### config.mk
export PLATFORM = sky130hd
export DESIGN_NAME = bias_relu_stage
export DESIGN_NICKNAME = d
export VERILOG_FILES = /design/src/rtl/bias_relu_stage_pkg.sv /design/src/rtl/bias_sat_lane.sv /design/src/rtl/bias_relu_stage.sv
export SDC_FILE = /design/constraint.sdc
export NUM_CORES = 2
export LEC_CHECK = 0
export CORE_AREA = 10 10 341 343
export CTS_BUF_LIST = sky130_fd_sc_hd__clkbuf_2
export CTS_CLUSTER_SIZE = 20
export DETAILED_ROUTE_END_ITERATION = 10
export DIE_AREA = 0 0 351 353
export GPL_TIMING_DRIVEN = 0
export HOLD_SLACK_MARGIN = 0.08
export SYNTH_ARGS = -nofsm -noshare
export SYNTH_HDL_FRONTEND = slang
export SYNTH_SLANG_ARGS = --single-unit
### constraint.sdc
create_clock -name clk -period 3.49 [get_ports clk]
set_input_delay 0.5235 -clock clk [delete_from_list [all_inputs] [get_ports clk]]
set_output_delay 0.5235 -clock clk [all_outputs]
set_load 0.1 [all_outputs]
### src/rtl/bias_relu_stage_pkg.sv
// bias_relu_stage_pkg
// Definitions shared by the per-layer CNN stages: the default lane width,
// the saturation limits for that width, and a helper that locates a lane
// inside a packed multi-lane vector.
package bias_relu_stage_pkg;

  // Default lane width: two's complement, same format as the bias banks.
  localparam int LANE_DW = 18;

  // Saturation limits for a LANE_DW-bit signed lane.
  localparam logic signed [LANE_DW-1:0] SAT_MAX = {1'b0, {(LANE_DW-1){1'b1}}};
  localparam logic signed [LANE_DW-1:0] SAT_MIN = {1'b1, {(LANE_DW-1){1'b0}}};

  // Lowest bit index of lane 'lane' in a vector of 'dw'-bit lanes,
  // lane 0 in the least significant position.
  function automatic int lane_lo(input int lane, input int dw);
    return lane * dw;
  endfunction

endpackage

### src/rtl/bias_sat_lane.sv
// bias_sat_lane
// Combinational datapath for one lane. It is split around the stage-1
// register held by the parent:
//   front half : sum = sign-extended in_lane + bias_lane (DW+1 bits, exact)
//   back half  : out_lane = saturate(sum_q) to DW bits, then optional ReLU
// Ports:
//   in_lane   in  DW    adder-tree partial sum for this lane
//   bias_lane in  DW    bias value for this lane
//   sum       out DW+1  exact sum, to be registered by the parent
//   sum_q     in  DW+1  registered sum from the parent's stage-1 register
//   relu_q    in  1     registered ReLU enable travelling with sum_q
//   out_lane  out DW    saturated, optionally ReLU'd result
module bias_sat_lane
  import bias_relu_stage_pkg::*;
#(
  parameter int DW = LANE_DW
) (
  input  logic [DW-1:0] in_lane,
  input  logic [DW-1:0] bias_lane,
  output logic [DW:0]   sum,
  input  logic [DW:0]   sum_q,
  input  logic          relu_q,
  output logic [DW-1:0] out_lane
);

  localparam logic [DW-1:0] LANE_MAX = {1'b0, {(DW-1){1'b1}}};
  localparam logic [DW-1:0] LANE_MIN = {1'b1, {(DW-1){1'b0}}};

  logic [DW-1:0] sat;

  // One extra bit makes the addition of two DW-bit values exact.
  assign sum = {in_lane[DW-1], in_lane} + {bias_lane[DW-1], bias_lane};

  // The DW+1-bit sum is out of DW-bit range exactly when its top two bits
  // disagree; the top bit then gives the direction of the overflow.
  always_comb begin
    sat = sum_q[DW-1:0];
    if (sum_q[DW] != sum_q[DW-1]) begin
      sat = sum_q[DW] ? LANE_MIN : LANE_MAX;
    end
  end

  assign out_lane = (relu_q && sat[DW-1]) ? '0 : sat;

endmodule

### src/rtl/bias_relu_stage.sv
// bias_relu_stage
// Adds a static bias vector to a beat of adder-tree sums, saturates each lane
// to DW bits, optionally applies ReLU, and forwards the result through a
// two-stage valid/ready pipeline. Output beats are counted per tile and
// tile_done pulses for one cycle after the last beat of each tile.
// Ports:
//   clk, rst   clock and synchronous active-high reset
//   relu_en    clamp negative results to 0 (captured with the beat)
//   bias       N_adder_tree x DW static bias lanes
//   in_data    N_adder_tree x DW adder-tree sums, in_valid / in_ready
//   out_data   N_adder_tree x DW results,        out_valid / out_ready
//   pix_cnt    output beats accepted so far in the current tile
//   tile_done  one-cycle pulse after the final beat of a tile
module bias_relu_stage
  import bias_relu_stage_pkg::*;
#(
  parameter int N_adder_tree = 16,
  parameter int DW           = LANE_DW,
  parameter int NUM_PIXELS   = 49,
  parameter int CNT_W        = 16
) (
  input  logic                      clk,
  input  logic                      rst,
  input  logic                      relu_en,
  input  logic [N_adder_tree*DW-1:0] bias,
  input  logic [N_adder_tree*DW-1:0] in_data,
  input  logic                      in_valid,
  output logic                      in_ready,
  output logic [N_adder_tree*DW-1:0] out_data,
  output logic                      out_valid,
  input  logic                      out_ready,
  output logic [CNT_W-1:0]          pix_cnt,
  output logic                      tile_done
);

  localparam int SW = DW + 1;

  logic                          v1_reg;
  logic                          v2_reg;
  logic                          r1_reg;
  logic [N_adder_tree*SW-1:0]    s1_reg;
  logic [N_adder_tree*SW-1:0]    s1_next;
  logic [N_adder_tree*DW-1:0]    out_data_reg;
  logic [N_adder_tree*DW-1:0]    sat_next;
  logic [CNT_W-1:0]              pix_cnt_reg;
  logic                          tile_done_reg;
  logic                          en1;
  logic                          en2;
  logic                          out_fire;

  // Stage 2 may load when empty or being drained; stage 1 may load when
  // empty or when stage 2 is taking its contents this cycle.
  assign en2      = ~v2_reg | out_ready;
  assign en1      = ~v1_reg | en2;
  assign in_ready = en1;
  assign out_fire = v2_reg & out_ready;

  genvar gi;
  generate
    for (gi = 0; gi < N_adder_tree; gi++) begin : g_lane
      bias_sat_lane #(
        .DW(DW)
      ) u_lane (
        .in_lane  (in_data[lane_lo(gi, DW) +: DW]),
        .bias_lane(bias[lane_lo(gi, DW) +: DW]),
        .sum      (s1_next[lane_lo(gi, SW) +: SW]),
        .sum_q    (s1_reg[lane_lo(gi, SW) +: SW]),
        .relu_q   (r1_reg),
        .out_lane (sat_next[lane_lo(gi, DW) +: DW])
      );
    end
  endgenerate

  always_ff @(posedge clk) begin
    if (rst) begin
      v1_reg        <= 1'b0;
      v2_reg        <= 1'b0;
      r1_reg        <= 1'b0;
      s1_reg        <= '0;
      out_data_reg  <= '0;
      pix_cnt_reg   <= '0;
      tile_done_reg <= 1'b0;
    end else begin
      if (en1) begin
        v1_reg <= in_valid;
        r1_reg <= relu_en;
        if (in_valid) begin
          s1_reg <= s1_next;
        end
      end

      // Only loading on a valid stage-1 beat keeps out_data stable while
      // stage 2 holds or sits empty.
      if (en2) begin
        v2_reg <= v1_reg;
        if (v1_reg) begin
          out_data_reg <= sat_next;
        end
      end

      tile_done_reg <= 1'b0;
      if (out_fire) begin
        if (pix_cnt_reg == CNT_W'(NUM_PIXELS - 1)) begin
          pix_cnt_reg   <= '0;
          tile_done_reg <= 1'b1;
        end else begin
          pix_cnt_reg <= pix_cnt_reg + 1'b1;
        end
      end
    end
  end

  assign out_data  = out_data_reg;
  assign out_valid = v2_reg;
  assign pix_cnt   = pix_cnt_reg;
  assign tile_done = tile_done_reg;

endmodule

==> results.yml <==
detailed_routing:
  via_per_inst: 5.27
  avgRoutedWirePerCell_um: 24.6
  dr.pass1.iters: 6
  drc: 0
  wl_mm: 194
  ant_nets: 0
  drtIter0Drc: 3154
  num_vias: 41500
logic_synthesis:
  yosys.cell_types.count: 75
  synth_edf_count: 0
  synth_top_family_by_area: "compound AO/OA/AOI/OAI gates"
  synthMuxAreaShare_pct: 0.419
  synth_flop_cell: "dfxtp_1"
  syn_inst: 4380
  ys_top_cells_by_count: "nand2_1 (741), a21oi_1 (669), dfxtp_1 (612)"
  synth-seq-area-share_pct: 35.7
  mappedNetlistArea_mm2: 0.0343
  synthTopCellsByArea: "dfxtp_1 (36%), ha_1 (11%), a21oi_1 (9.8%)"
  synth_xor_xnor_area_share_pct: 4.97
  syn_avg_cell_area_um2: 7.84
  synth_most_common_cell: "nand2_1"
  async_reset_ff_share_pct: 0
  synth_warnings: 0
  synth_top_cell_by_area: "dfxtp_1"
  ys_seq_elements: 612
  synth.top_cell.area_share_pct: 35.7
  synth-simple-area-share_pct: 17.4
  syn_nets: 5269
  synth_adder_area_share_pct: 11.6
  synth-compound-area-share_pct: 26.2
job:
  maxCapViolations: 0
clock_tree:
  cts_max_path_buffers: 3
  insertion_delay_ps: 1530
  clk_pin_slew_worst_paths_ps: 100
  htree_levels: 4
  cts-root-buf: "clkbuf_2"
  cts_tree: "built"
  numCtsBuffers: 170
  clkSinkCount: 612
critical_path:
  cp-startpoint: "rst"
  critPathKind: "primary input to flop"
  cp.required_ps: 4770
  r2r-start: "out_valid"
  cp.arrival_ps: 4830
  cp-start-kind: "primary input"
  critPathCaptureType: "flop"
  crit_fanout: 10
timing:
  finalCriticalPeriod_ps: 3540
  worst_slack_ps: -53.0
  setup_viol: 9
  fin_crit_sh_pct: 102
  worstMarginPinSlew_ps: 1490
  skew_ps: 121
  maxSlewViolCount: 0
  fmax_mhz: 282
  hold_violations: 0
  relSlewSlack_pct: 0.843
place:
  placed_cell_area_mm2: 0.0450
  post-dp-hpwl_mm: 147
  numPortBuffers: 887
  place.gp.congestion: 0.940
die:
  fp.dieW_um: 351
  num_rows: 122
  initial_utilization_pct: 31.3
  die_area_mm2: 0.124
  core_mm2: 0.110
  ios: 888
  fp.dieH_um: 353
grt:
  gr-total-overflow: 0
  grt_pass1_wl_mm: 276
  antenna_found_initial: 36
  grt_max_degree: 17
  grt_pass1_vias: 41800
  grtUsageTotal_pct: 29.9
final_layout:
  design_area_mm2: 0.0550
  largest_reg_flops: 304
  layout-drive-gt1-share_pct: 6.29
  final_core_util_pct: 50.1
  fin_nets: 7175
  areaGrowthSynthToFinish_pct: 60.1
power:
  p_total_mw: 21.5
  pwr-share-clk_pct: 25.8
  ir_drop_uv: 233
  p_int_mw: 13.1
  power_density_mw_per_mm2: 391
  seq_power_share_pct: 36.4
  switching_power_mw: 8.36
  pwr-share-comb_pct: 37.8
  p_leak_nw: 23.0
  swShare_pct: 38.9
min_path:
  hp-class: "primary input to flop"
  min-delay-start: "bias[249]"
outcome:
  status: "complete, but fails checks"
  violations: "setup timing"
## repair_timing
item                       in CTS  in global routing
pin swaps                       0                  1
hold endpoints to repair      305                  0
setup buffers                   0                  0
setup endpoints to repair     766                 35
hold buffers                  846                  0
resized for setup             434                 31
## path summary, 6_finish.rpt
kind / endpoint / depth (start not counted) / slack (ps)
hold / removal: s1_reg[265] / 6 / 180
hold reg to reg: out_data[112] / 2 / 450
setup / recovery: s1_reg[258] / 7 / -50
setup reg to reg: s1_reg[19] / 9 / 280
## cells by family (layout without fill, tap and decap cells)
logic type,count (synthesis),count (layout)
adder cells (fa/ha/maj),308,308
flip-flops,612,612
multiplexers,14,14
AND/OR/NAND/NOR,1352,1352
buffers and inverters,328,2358
XOR/XNOR,195,195
other,0,31
AO/OA/AOI/OAI,1571,1571
## through the flow
| stage | setup TNS [ps] | hold slack (ps) | std cells | worst slack [ps] |
|---|---|---|---|---|
| after floorplan | 0 | 420 | 4380 | 171 |
| after global placement | -489510 | 430 | 6693 | -1880 |
| after detailed placement | -428300 | 437 | 6694 | -1170 |
| after CTS | -371 | 80.5 | 7836 | -371 |
| after global routing | -40.2 | 151 | 7852 | -40.2 |
| final | -330 | 182 | 7867 | -53.0 |
## cell usage in the layout (no fill, tap or decap), types with 23 or more instances in the layout
cell type / n
clkinv_1: 32
a21o_1: 96
a31oi_1: 30
dlygate4sd2_1: 239
and3_1: 26
a21oi_1: 666
clkdlybuf4s15_2: 42
clkdlybuf4s50_1: 580
clkbuf_2: 275
o21ai_0: 488
diode_2: 31
clkbuf_1: 131
dfxtp_1: 611
ha_1: 292
dlygate4sd3_1: 846
nand2_1: 741
nor3b_1: 30
nor3_1: 52
xor2_1: 74
buf_2: 37
nand4_1: 24
nand3_1: 72
o211ai_1: 23
xnor2_1: 121
clkdlybuf4s15_1: 30
nor2_1: 232
nand2b_1: 43
o21a_1: 46
o21bai_1: 23
inv_1: 112
a211oi_1: 63
nor2b_1: 57
## per-layer routing
metal / up-vias / track usage (%) / part of all wire [%]
met5: - / 0 / 0.052
met4: 18 / 16.0 / 5.6
met3: 431 / 8.05 / 8.2
met2: 1737 / 48.5 / 46
met1: 19800 / 35.6 / 40
li1: 19500 / - / -
## cell type report
cell class                 instances  area [um2]
sequential                       612       12300
clock inverter                    48         309
clock buffer                     248        1240
timing repair buffer            1734       17100
buffer                           215         921
tap                             1426        1780
multi-input combinational       3440       20900
antenna                           31        77.6
inverter                         113         424
fill                           10900       54800
## power groups by stage
| stage | clock [mW] | sequential [mW] | combinational (mW) |
|---|---|---|---|
| CTS | 5.65 | 7.82 | 7.99 |
| floorplan | 0 | 9.18 | 2.86 |
| global placement | 0 | 7.97 | 6.62 |
| global route | 6.02 | 7.89 | 8.62 |
| finish | 5.55 | 7.83 | 8.12 |
| detailed placement | 0 | 7.98 | 6.64 |
## worst max-delay path: stages
cell and delay, ps:
dlygate4sd3_1 580, clkdlybuf4s50_1 550, clkbuf_1 820, clkbuf_1 580, clkdlybuf4s15_1 910, clkbuf_1 750, a21oi_1 80
(Power assumes the default switching activity.)
